===== src/rtl/fifo_write_pkg.sv =====
// Shared TX framing definitions: state codes, header bytes, frame overhead.
// Also used by the FIFO-to-MAC TX block and the PC-side decoder.
package fifo_write_pkg;

    typedef enum logic [2:0] {
        S_IDLE  = 3'd0,
        S_LATCH = 3'd1,
        S_WRITE = 3'd2,
        S_DONE  = 3'd3
    } state_t;

    localparam logic [7:0] HEAD0_DEF = 8'h55;
    localparam logic [7:0] HEAD1_DEF = 8'hAA;
    localparam int         FRAME_OVH = 4;

endpackage


===== src/rtl/fifo_write.sv =====
// Transmit-side framer: snapshots a result word and writes
// header, length, payload and XOR checksum into the TX FIFO.
module fifo_write
    import fifo_write_pkg::*;
#(
    parameter int          DATA_BYTES = 12,
    parameter logic [7:0]  HEAD0      = HEAD0_DEF,
    parameter logic [7:0]  HEAD1      = HEAD1_DEF,
    parameter logic [15:0] TIMEOUT    = 16'd1000
) (
    input  logic                    sys_clk,
    input  logic                    rst,
    input  logic                    fs,
    output logic                    fd,
    input  logic [8*DATA_BYTES-1:0] dat,
    output logic [7:0]              fifo_txd,
    output logic                    fifo_txen,
    input  logic                    fifo_full,
    output logic [11:0]             eth_tx_len,
    output logic                    err,
    output logic [2:0]              so
);

    localparam logic [7:0]  LEN_B = 8'(DATA_BYTES);
    localparam logic [7:0]  LAST  = 8'(DATA_BYTES + 3);
    localparam logic [11:0] FLEN  = 12'(DATA_BYTES + FRAME_OVH);

    state_t state, next;

    logic [8*DATA_BYTES-1:0] snap;
    logic [7:0]  idx;
    logic [7:0]  chk;
    logic [15:0] stall;
    logic [7:0]  cur;
    logic [7:0]  pay;
    logic        in_write;
    logic        wr;
    logic        tmo;

    assign in_write  = (state == S_WRITE);
    assign wr        = in_write & ~fifo_full;
    assign tmo       = in_write & fifo_full & (stall == TIMEOUT - 16'd1);
    assign fifo_txen = wr;
    assign fifo_txd  = in_write ? cur : 8'h00;
    assign so        = state;

    // payload byte k sits at idx k+3, MSB byte of the snapshot first
    always_comb begin
        pay = 8'h00;
        for (int i = 0; i < DATA_BYTES; i++) begin
            if (idx == 8'(i + 3))
                pay = snap[8*(DATA_BYTES-1-i) +: 8];
        end
    end

    always_comb begin
        cur = pay;
        if (idx == 8'd0)
            cur = HEAD0;
        else if (idx == 8'd1)
            cur = HEAD1;
        else if (idx == 8'd2)
            cur = LEN_B;
        else if (idx == LAST)
            cur = chk;
    end

    always_comb begin
        next = state;
        unique case (state)
            S_IDLE:  if (fs) next = S_LATCH;
            S_LATCH: next = S_WRITE;
            S_WRITE: if ((wr && idx == LAST) || tmo) next = S_DONE;
            S_DONE:  if (!fs) next = S_IDLE;
            default: next = S_IDLE;
        endcase
    end

    always_ff @(posedge sys_clk or posedge rst) begin
        if (rst) begin
            state      <= S_IDLE;
            fd         <= 1'b0;
            eth_tx_len <= 12'd0;
            err        <= 1'b0;
            idx        <= 8'd0;
            chk        <= 8'd0;
            stall      <= 16'd0;
            snap       <= '0;
        end else begin
            state <= next;
            fd    <= (next == S_DONE);
            if (state == S_LATCH) begin
                snap       <= dat;
                idx        <= 8'd0;
                chk        <= 8'd0;
                stall      <= 16'd0;
                err        <= 1'b0;
                eth_tx_len <= FLEN;
            end else if (wr) begin
                idx   <= idx + 8'd1;
                stall <= 16'd0;
                if (idx >= 8'd2 && idx < LAST)
                    chk <= chk ^ cur;
            end else if (in_write) begin
                if (tmo)
                    err <= 1'b1;
                else
                    stall <= stall + 16'd1;
            end
        end
    end

endmodule


===== config.mk =====
export PLATFORM = sky130hd
export DESIGN_NAME = fifo_write
export DESIGN_NICKNAME = d
export VERILOG_FILES = /design/src/rtl/fifo_write_pkg.sv /design/src/rtl/fifo_write.sv
export SDC_FILE = /design/constraint.sdc
export NUM_CORES = 1
export LEC_CHECK = 0
export CAP_MARGIN = 0
export CORE_AREA = 2 2 120 122
export DETAILED_ROUTE_END_ITERATION = 10
export DIE_AREA = 0 0 122 124
export HOLD_SLACK_MARGIN = 0.15
export PLACE_DENSITY = 0.82
export SLEW_MARGIN = 10
export SYNTH_ARGS = -nofsm -noshare
export SYNTH_HDL_FRONTEND = slang
export SYNTH_SLANG_ARGS = --single-unit

===== constraint.sdc =====
create_clock -name sys_clk -period 4.9 [get_ports sys_clk]
set_clock_uncertainty 0.05 [all_clocks]
set_input_delay 0.49 -clock sys_clk [delete_from_list [all_inputs] [get_ports sys_clk]]
set_output_delay 0.49 -clock sys_clk [all_outputs]
set_load 0.01 [all_outputs]

==> results of run 1 <==
[layer usage]
metal | routed length [um] | vias to the layer above | part of all wire (%) | GRT usage [%]
met3 | 1690 | 46 | 8.1 | 7.19
met1 | 8970 | 3225 | 43 | 39.0
li1 | - | 3215 | - | -
met2 | 9580 | 325 | 46 | 45.2
met4 | 586 | 0 | 2.8 | 10.4
met5 | 0 | - | 0 | 0
[state kept, by name (all words and copies together) (netlist names)]
register,count
snap,96
chk,8
eth_tx_len,1
stall,16
idx,8
err,1
so,3
fd,1
[metrics by stage]
step / hold slack (ns) / cells / util (%)
final: 0.428 / 1180 / 66.0
after global routing: 0.456 / 1180 / 66.0
after CTS: 0.436 / 1180 / 66.0
after detailed placement: 0.414 / 1151 / 61.9
after global placement: 0.399 / 1151 / 61.9
after floorplan: 0.387 / 911 / -
[cells by family (layout without fill, tap and decap cells)]
logic type / Yosys count / count (layout)
simple gates: 494 / 494
compound gates: 163 / 163
flops: 134 / 134
buf+inv: 79 / 168
xor+xnor: 18 / 18
mux: 6 / 6
fa+ha+maj: 5 / 5
other cells: 1 / 12
[cell usage in the layout (no fill, tap or decap), types with 6 or more instances in the layout]
cell type                         instances
sky130_fd_sc_hd__nor4_1                   6
sky130_fd_sc_hd__nand2_1                335
sky130_fd_sc_hd__clkdlybuf4s50_1        114
sky130_fd_sc_hd__o31ai_1                  7
sky130_fd_sc_hd__nand3_1                 27
sky130_fd_sc_hd__xor2_1                  16
sky130_fd_sc_hd__nor3_1                   7
sky130_fd_sc_hd__inv_1                   13
sky130_fd_sc_hd__o211ai_1                 7
sky130_fd_sc_hd__o22ai_1                  7
sky130_fd_sc_hd__a31oi_1                 10
sky130_fd_sc_hd__o21ai_0                 38
sky130_fd_sc_hd__clkbuf_16               17
sky130_fd_sc_hd__nand2b_1                 6
sky130_fd_sc_hd__conb_1                  12
sky130_fd_sc_hd__nand4_1                 10
sky130_fd_sc_hd__and3_1                   6
sky130_fd_sc_hd__a21oi_1                 34
sky130_fd_sc_hd__nor2_1                  55
sky130_fd_sc_hd__buf_4                    9
sky130_fd_sc_hd__dfrtp_1                134
[power breakdown]
part           internal, mW  switching (mW)
Sequential             1.43           0.265
Clock                 0.792           0.438
Combinational         0.435           0.654
[worst max-delay path, cell delays in order (launching register included)]
cell and delay, ns:
sky130_fd_sc_hd__dfrtp_1 0.40, sky130_fd_sc_hd__inv_1 0.15, sky130_fd_sc_hd__ha_1 0.69, sky130_fd_sc_hd__inv_1 0.36, sky130_fd_sc_hd__o211ai_1 0.26, sky130_fd_sc_hd__a211oi_1 0.10
sky130_fd_sc_hd__a311oi_1 0.42, sky130_fd_sc_hd__o21bai_1 0.25, sky130_fd_sc_hd__and3_1 0.23, sky130_fd_sc_hd__clkdlybuf4s50_1 0.48
[layout make-up]
type                       instances  area (um^2)
timing repair buffer             124         1230
fill                            1149         4670
clock buffer                      25          495
multi-input combinational        698         3620
clock inverter                     4         70.1
sequential                       134         3350
tap                              180          225
inverter                          15         58.8
[worst max path at each step]
stage | start | endpoint | slack [ns]
final | idx[1]$_DFFE_PP0P_ | fifo_txd[0] | 0.59
after global routing | idx[1]$_DFFE_PP0P_ | fifo_txd[0] | 0.49
after CTS | idx[1]$_DFFE_PP0P_ | fifo_txd[0] | 0.69
after detailed placement | idx[1]$_DFFE_PP0P_ | fifo_txd[0] | 1.15
after global placement | idx[1]$_DFFE_PP0P_ | fifo_txd[0] | 1.13
after floorplan | rst | chk[0]$_DFFE_PP0P_ | 0.78
==> summary.md, run 1 <==
| Metric | Value |
|---|---|
| Startpoint of the worst hold path | `eth_tx_len[4]$_DFFE_PP0N_` |
| Data arrival at the endpoint of the critical path | `3.77 ns` |
| Post-CTS Resized | `0` |
| First-pass DRT Iterations | `5` |
| Post-placement worst setup slack | `1.15 ns` |
| Horiz. Die Dim | `122 um` |
| Reg-to-reg endpoint | `chk[5]$_DFFE_PP0P_` |
| Result of the run | `complete, no violations` |
| Sinks on the clock net | `134` |
| Fraction of synthesis flops using an asynchronous set or reset pin | `100%` |
| Min-delay worst type | `register to register` |
| Combinational family with the most area after synthesis | `simple AND/OR/NAND/NOR gates` |
| Inserted Diodes | `0` |
| Critical path data required time | `4.36 ns` |
| Initial cell density of the core | `53.4%` |
| Via count of the first global-routing pass | `6415` |
| Die area | `15100 um^2` |
| Total setup buffers inserted after CTS | `0` |
| Type of destination of the critical path | `primary output` |
| Xor/xnor share of the synthesized area | `2.15%` |
| CTS H-tree depth | `4` |
| Beginning of the worst register-to-register path | `idx[2]$_DFFE_PP0P_` |
| Via count | `6811` |
| Largest net degree at the start of global routing | `119` |
| Placer congestion estimate | `1.07` |
| Clock period minus worst slack | `4.31 ns` |
| Average wire per standard cell | `17.7 um` |
| Final Hold Vio Count | `0` |
| Maximum fanout along the worst path | `22` |
| Dominant cells by area after synthesis | `sky130_fd_sc_hd__dfrtp_1 46%, sky130_fd_sc_hd__nand2_1 17%, sky130_fd_sc_hd__nor2_1 2.8%` |
| Maximum achievable frequency | `232 MHz` |
| Fraction of the mapped netlist area in compound gates | `15.2%` |
| Number of cells on the worst reg-to-reg path | `7` |
| Post-synth design cell area | `7320 um^2` |
| GR Util All Layers | `28.8%` |
| Post-Synthesis Mean Instance Area | `8.14 um^2` |
| Sink of the worst hold path | `eth_tx_len[4]$_DFFE_PP0N_` |
| Setup repair after global routing missed its margin | `no` |
| Category of the critical setup timing path | `register to primary output` |
| HPWL reported at the end of detailed placement | `14700 um` |
| Total clock buffers created by CTS | `17` |
| Launching element type of the critical path | `register` |
| Most frequently used cell type in the post-synthesis netlist | `sky130_fd_sc_hd__nand2_1` |
| Largest vdd supply drop | `340 uV` |
| Port-buffer cells | `114` |
| Adder and majority cell fraction of the synthesized area | `0.854%` |
| Final clock period utilization by the worst path | `88.1%` |
| Post-synth top cells | `335 x sky130_fd_sc_hd__nand2_1, 134 x sky130_fd_sc_hd__dfrtp_1, 55 x sky130_fd_sc_hd__nor2_1` |
| Wire length of the first global-routing pass | `33100 um` |
| Final Max Tran Viols | `0` |
| Clock slew at reported path FFs | `0.06 ns` |
| Hold bufs inserted after CTS | `0` |
| Final setup slack of the worst path | `0.585 ns` |
| Transition time of the tightest slew-check pin | `1.10 ns` |
| Number of cells traversed by the worst hold path | `1` |
| Num rows | `43` |
| Layout Nets | `1095` |
| Vias per cell | `5.77` |
| Number of flip-flops and latches in the synthesized netlist | `134` |
| Final total negative setup slack | `0 ns` |
| Static power due to leakage | `4.20 nW` |
| Sum of routed wire length over all layers | `20800 um` |
| Post-synthesis mux area share | `0.837%` |
| Number of DRC violations after detailed-routing iteration 0 | `814` |
| Count of boundary I/O pins | `126` |
| Synthesis Warnings | `0` |
| Seq/Total Area, Yosys | `45.8%` |
| Initial antenna violation count | `0` |
| Area growth from synthesis to layout | `23.6%` |
| Synth Area in Simple Gates | `29.7%` |
| Max transition margin | `26.6%` |
| Floorplan die height | `124 um` |
| Clock Tree Root | `sky130_fd_sc_hd__clkbuf_16` |
| Post-route cell area | `9050 um^2` |
| Primary flip-flop cell chosen by synthesis mapping | `sky130_fd_sc_hd__dfrtp_1` |
| Cells after Synth | `900` |
| Count of nets left with antenna violations after detail routing | `0` |
| Largest buffer count on any clock path | `2` |
| EDFF count, synth | `0` |
| Core area | `13700 um^2` |
| Post-placement cell area | `8490 um^2` |
| Maximum capacitance violations | `0` |
| Layout cell share with drive strength beyond 1 | `5.90%` |
| Clock latency reported for the late side of the worst-skew pair | `0.43 ns` |
| Yosys cell types | `81` |
| Count of final setup violators | `0` |
| Remaining routing DRC violations | `0` |
| Most area-hungry cell type in the Yosys netlist | `sky130_fd_sc_hd__dfrtp_1` |
| Power per cell area | `443 nW/um^2` |
| Total design power | `4.01 mW` |
| Proportion of netlist area held by the largest area contributor | `45.8%` |
| Grt total ovfl | `0` |
| Setup slack on the worst flop-to-flop path | `1.73 ns` |
| Clock tree from TritonCTS | `done` |
Note: power is estimated with default switching activity, not from simulation.
==> run 2: changes to the inputs <==
--- a/config.mk
+++ b/config.mk
@@ -5,11 +5,13 @@
 export SDC_FILE = /design/constraint.sdc
 export NUM_CORES = 1
 export LEC_CHECK = 0
+export ABC_CLOCK_PERIOD_IN_PS = 4900
 export CAP_MARGIN = 0
 export CORE_AREA = 2 2 120 122
 export DETAILED_ROUTE_END_ITERATION = 10
 export DIE_AREA = 0 0 122 124
 export HOLD_SLACK_MARGIN = 0.15
+export MAX_ROUTING_LAYER = met4
 export PLACE_DENSITY = 0.82
 export SLEW_MARGIN = 10
 export SYNTH_ARGS = -nofsm -noshare
==> run 2 against run 1 <==
  * Maximum frequency up 0.34%
  * Cell count rose by 0.17%
  * First-iteration DRC count up 4.1%
  * Sequential share of layout area shrank 0.39 points
  * Routed wire length rose by 2.2%
  * Non-clock buffer count shrank 1
  * Die area stayed put
  * Critical endpoint is now fifo_txd[4]
==> summary.md, run 2 (synthesis results as in run 1) <==
| Metric | Value |
|---|---|
| Largest registers | `snap: 96 flops, stall: 16 flops (unchanged)` |
| First-pass DRT Iterations | `6 (was 5)` |
| Min-delay worst type | `register to register (unchanged)` |
| Wire length of the first global-routing pass | `34000 um (was 33100 um)` |
| Final setup slack of the worst path | `0.600 ns (was 0.585 ns)` |
| Core area | `13700 um^2 (unchanged)` |
| Max transition margin | `25.5% (was 26.6%)` |
| Horiz. Die Dim | `122 um (unchanged)` |
| Maximum fanout along the worst path | `23 (was 22)` |
| Final total negative setup slack | `0 ns (unchanged)` |
| Number of DRC violations after detailed-routing iteration 0 | `847 (was 814)` |
| Largest net degree at the start of global routing | `119 (unchanged)` |
| Top library cells by usage in the layout, fill and taps aside | `335 x sky130_fd_sc_hd__nand2_1, 134 x sky130_fd_sc_hd__dfrtp_1, 114 x sky130_fd_sc_hd__clkdlybuf4s50_1, 55 x sky130_fd_sc_hd__nor2_1, 38 x sky130_fd_sc_hd__o21ai_0 (unchanged)` |
| Power per cell area | `462 nW/um^2 (was 443 nW/um^2)` |
| Flip-flop count of the largest register after layout | `96 (unchanged)` |
| Via count | `6884 (was 6811)` |
| HPWL reported at the end of detailed placement | `14900 um (was 14700 um)` |
| Post-placement worst setup slack | `1.10 ns (was 1.15 ns)` |
| Inserted Diodes | `0 (unchanged)` |
| Sinks on the clock net | `134 (unchanged)` |
| Hold bufs inserted after CTS | `0 (unchanged)` |
| Total design power | `4.22 mW (was 4.01 mW)` |
| Clock slew at reported path FFs | `0.06 ns (about the same)` |
| Average wire per standard cell | `18.0 um (was 17.7 um)` |
| Static power due to leakage | `4.24 nW (was 4.20 nW)` |
| Total clock buffers created by CTS | `17 (unchanged)` |
| Final Max Tran Viols | `0 (unchanged)` |
| Clock period minus worst slack | `4.30 ns (was 4.31 ns)` |
| Final clock period utilization by the worst path | `87.8% (was 88.1%)` |
| Count of final setup violators | `0 (unchanged)` |
| Launching element type of the critical path | `register (unchanged)` |
| Most frequent standard cell in the layout excluding fill and tap cells | `sky130_fd_sc_hd__nand2_1 (unchanged)` |
| Clock tree from TritonCTS | `done (unchanged)` |
| Result of the run | `complete, no violations (unchanged)` |
| Placer congestion estimate | `1.03 (was 1.07)` |
| Critical path data required time | `4.36 ns (about the same)` |
| Layout Nets | `1094 (was 1095)` |
| Largest buffer count on any clock path | `2 (unchanged)` |
| Maximum capacitance violations | `0 (unchanged)` |
| Count of boundary I/O pins | `126 (unchanged)` |
| Die area | `15100 um^2 (unchanged)` |
| Num rows | `43 (unchanged)` |
| Largest vdd supply drop | `298 uV (was 340 uV)` |
| Chain of cells forming the critical path | `inv_1 -> ha_1 -> inv_1 -> nor2_1 -> a22oi_1 -> o211ai_1 -> a21oi_1 -> nor3b_1 -> clkdlybuf4s50_1 (was inv_1 -> ha_1 -> inv_1 -> o211ai_1 -> a211oi_1 -> a311oi_1 -> o21bai_1 -> and3_1 -> clkdlybuf4s50_1)` |
| Total setup buffers inserted after CTS | `0 (unchanged)` |
| Clock Tree Root | `sky130_fd_sc_hd__clkbuf_16 (unchanged)` |
| Transition time of the tightest slew-check pin | `1.12 ns (was 1.10 ns)` |
| Sum of routed wire length over all layers | `21300 um (was 20800 um)` |
| Post-layout util | `66.7% (was 66.0%)` |
| Type of destination of the critical path | `primary output (unchanged)` |
| Final Hold Vio Count | `0 (unchanged)` |
| Port-buffer cells | `114 (unchanged)` |
| Category of the critical setup timing path | `register to primary output (unchanged)` |
| Crit-path max cell delay | `0.80 ns (was 0.69 ns)` |
| Grt total ovfl | `0 (unchanged)` |
| Cell repeated most along the worst path | `sky130_fd_sc_hd__inv_1 (unchanged)` |
| Maximum achievable frequency | `233 MHz (was 232 MHz)` |
| Initial cell density of the core | `53.4% (unchanged)` |
| CTS H-tree depth | `4 (unchanged)` |
| Vias per cell | `5.82 (was 5.77)` |
| Area growth from synthesis to layout | `25.0% (was 23.6%)` |
| GR Util All Layers | `30.3% (was 28.8%)` |
| Layout cell share with drive strength beyond 1 | `6.19% (was 5.90%)` |
| Floorplan die height | `124 um (unchanged)` |
| Via count of the first global-routing pass | `6475 (was 6415)` |
| Clock latency reported for the late side of the worst-skew pair | `0.42 ns (was 0.43 ns)` |
| Remaining routing DRC violations | `0 (unchanged)` |
| Count of nets left with antenna violations after detail routing | `0 (unchanged)` |
| Critical-path top delay cell | `sky130_fd_sc_hd__ha_1 (unchanged)` |
| Data arrival at the endpoint of the critical path | `3.76 ns (was 3.77 ns)` |
| Reg with most FFs | `snap (unchanged)` |
| Setup repair after global routing missed its margin | `no (unchanged)` |
| Initial antenna violation count | `0 (unchanged)` |
| Post-CTS Resized | `0 (unchanged)` |
==> run 2: cell type report <==
| type | count | area, um^2 |
|---|---|---|
| Fill cell | 1136 | 4570 |
| Multi-Input combinational cell | 698 | 3620 |
| Sequential cell | 134 | 3350 |
| Timing Repair Buffer | 123 | 1220 |
| Clock buffer | 25 | 505 |
| Tap cell | 180 | 225 |
| Clock inverter | 7 | 164 |
| Inverter | 15 | 58.8 |
==> run 2: power breakdown <==
| part | switching (mW) | internal [mW] | total [mW] | leakage [nW] |
|---|---|---|---|---|
| clock network | 0.468 | 0.971 | 1.44 | 0.328 |
| logic | 0.648 | 0.430 | 1.08 | 2.24 |
| registers | 0.277 | 1.43 | 1.71 | 1.67 |
==> run 2: path summary, 6_finish.rpt <==
path                                           startpoint                         to  slack [ns]  cells past startpoint
worst max-delay path                   idx[1]$_DFFE_PP0P_                fifo_txd[4]        0.60                      9
worst min-delay path            eth_tx_len[4]$_DFFE_PP0N_  eth_tx_len[4]$_DFFE_PP0N_        0.42                      1
worst max register to register         idx[1]$_DFFE_PP0P_         chk[4]$_DFFE_PP0P_        1.70                      9
worst min register to register  eth_tx_len[4]$_DFFE_PP0N_  eth_tx_len[4]$_DFFE_PP0N_        0.42                      1
max in group asynchronous                             rst       snap[61]$_DFFE_PP0N_        3.43                      3
min in group asynchronous                             rst       stall[9]$_DFFE_PP0P_        0.53                      2
==> run 2: layer usage <==
metal  global-route usage, %  vias up  share of wire [%]
met5                       -        -                  0
met4                    11.6        0                2.9
met3                    7.33       55                8.5
met2                    45.7      343                 46
met1                    40.0     3267                 43
li1                        -     3219                  -
==> run 2: per-stage QoR <==
step	area, um^2	std cells	hold slack [ns]
2_1_floorplan	7360	911	0.387
3_3_place_gp	8480	1150	0.400
3_5_place_dp	8480	1150	0.407
4_1_cts	9150	1182	0.425
5_1_grt	9150	1182	0.446
6_report	9150	1182	0.417
==> run 2: worst max-delay path: cells and delay by family (launching register included) <==
kind | cells | cell delay, ns
buf+inv | 3 | 1.11
simple gates | 2 | 0.55
compound gates | 3 | 0.45
flops | 1 | 0.40
fa+ha+maj | 1 | 0.80
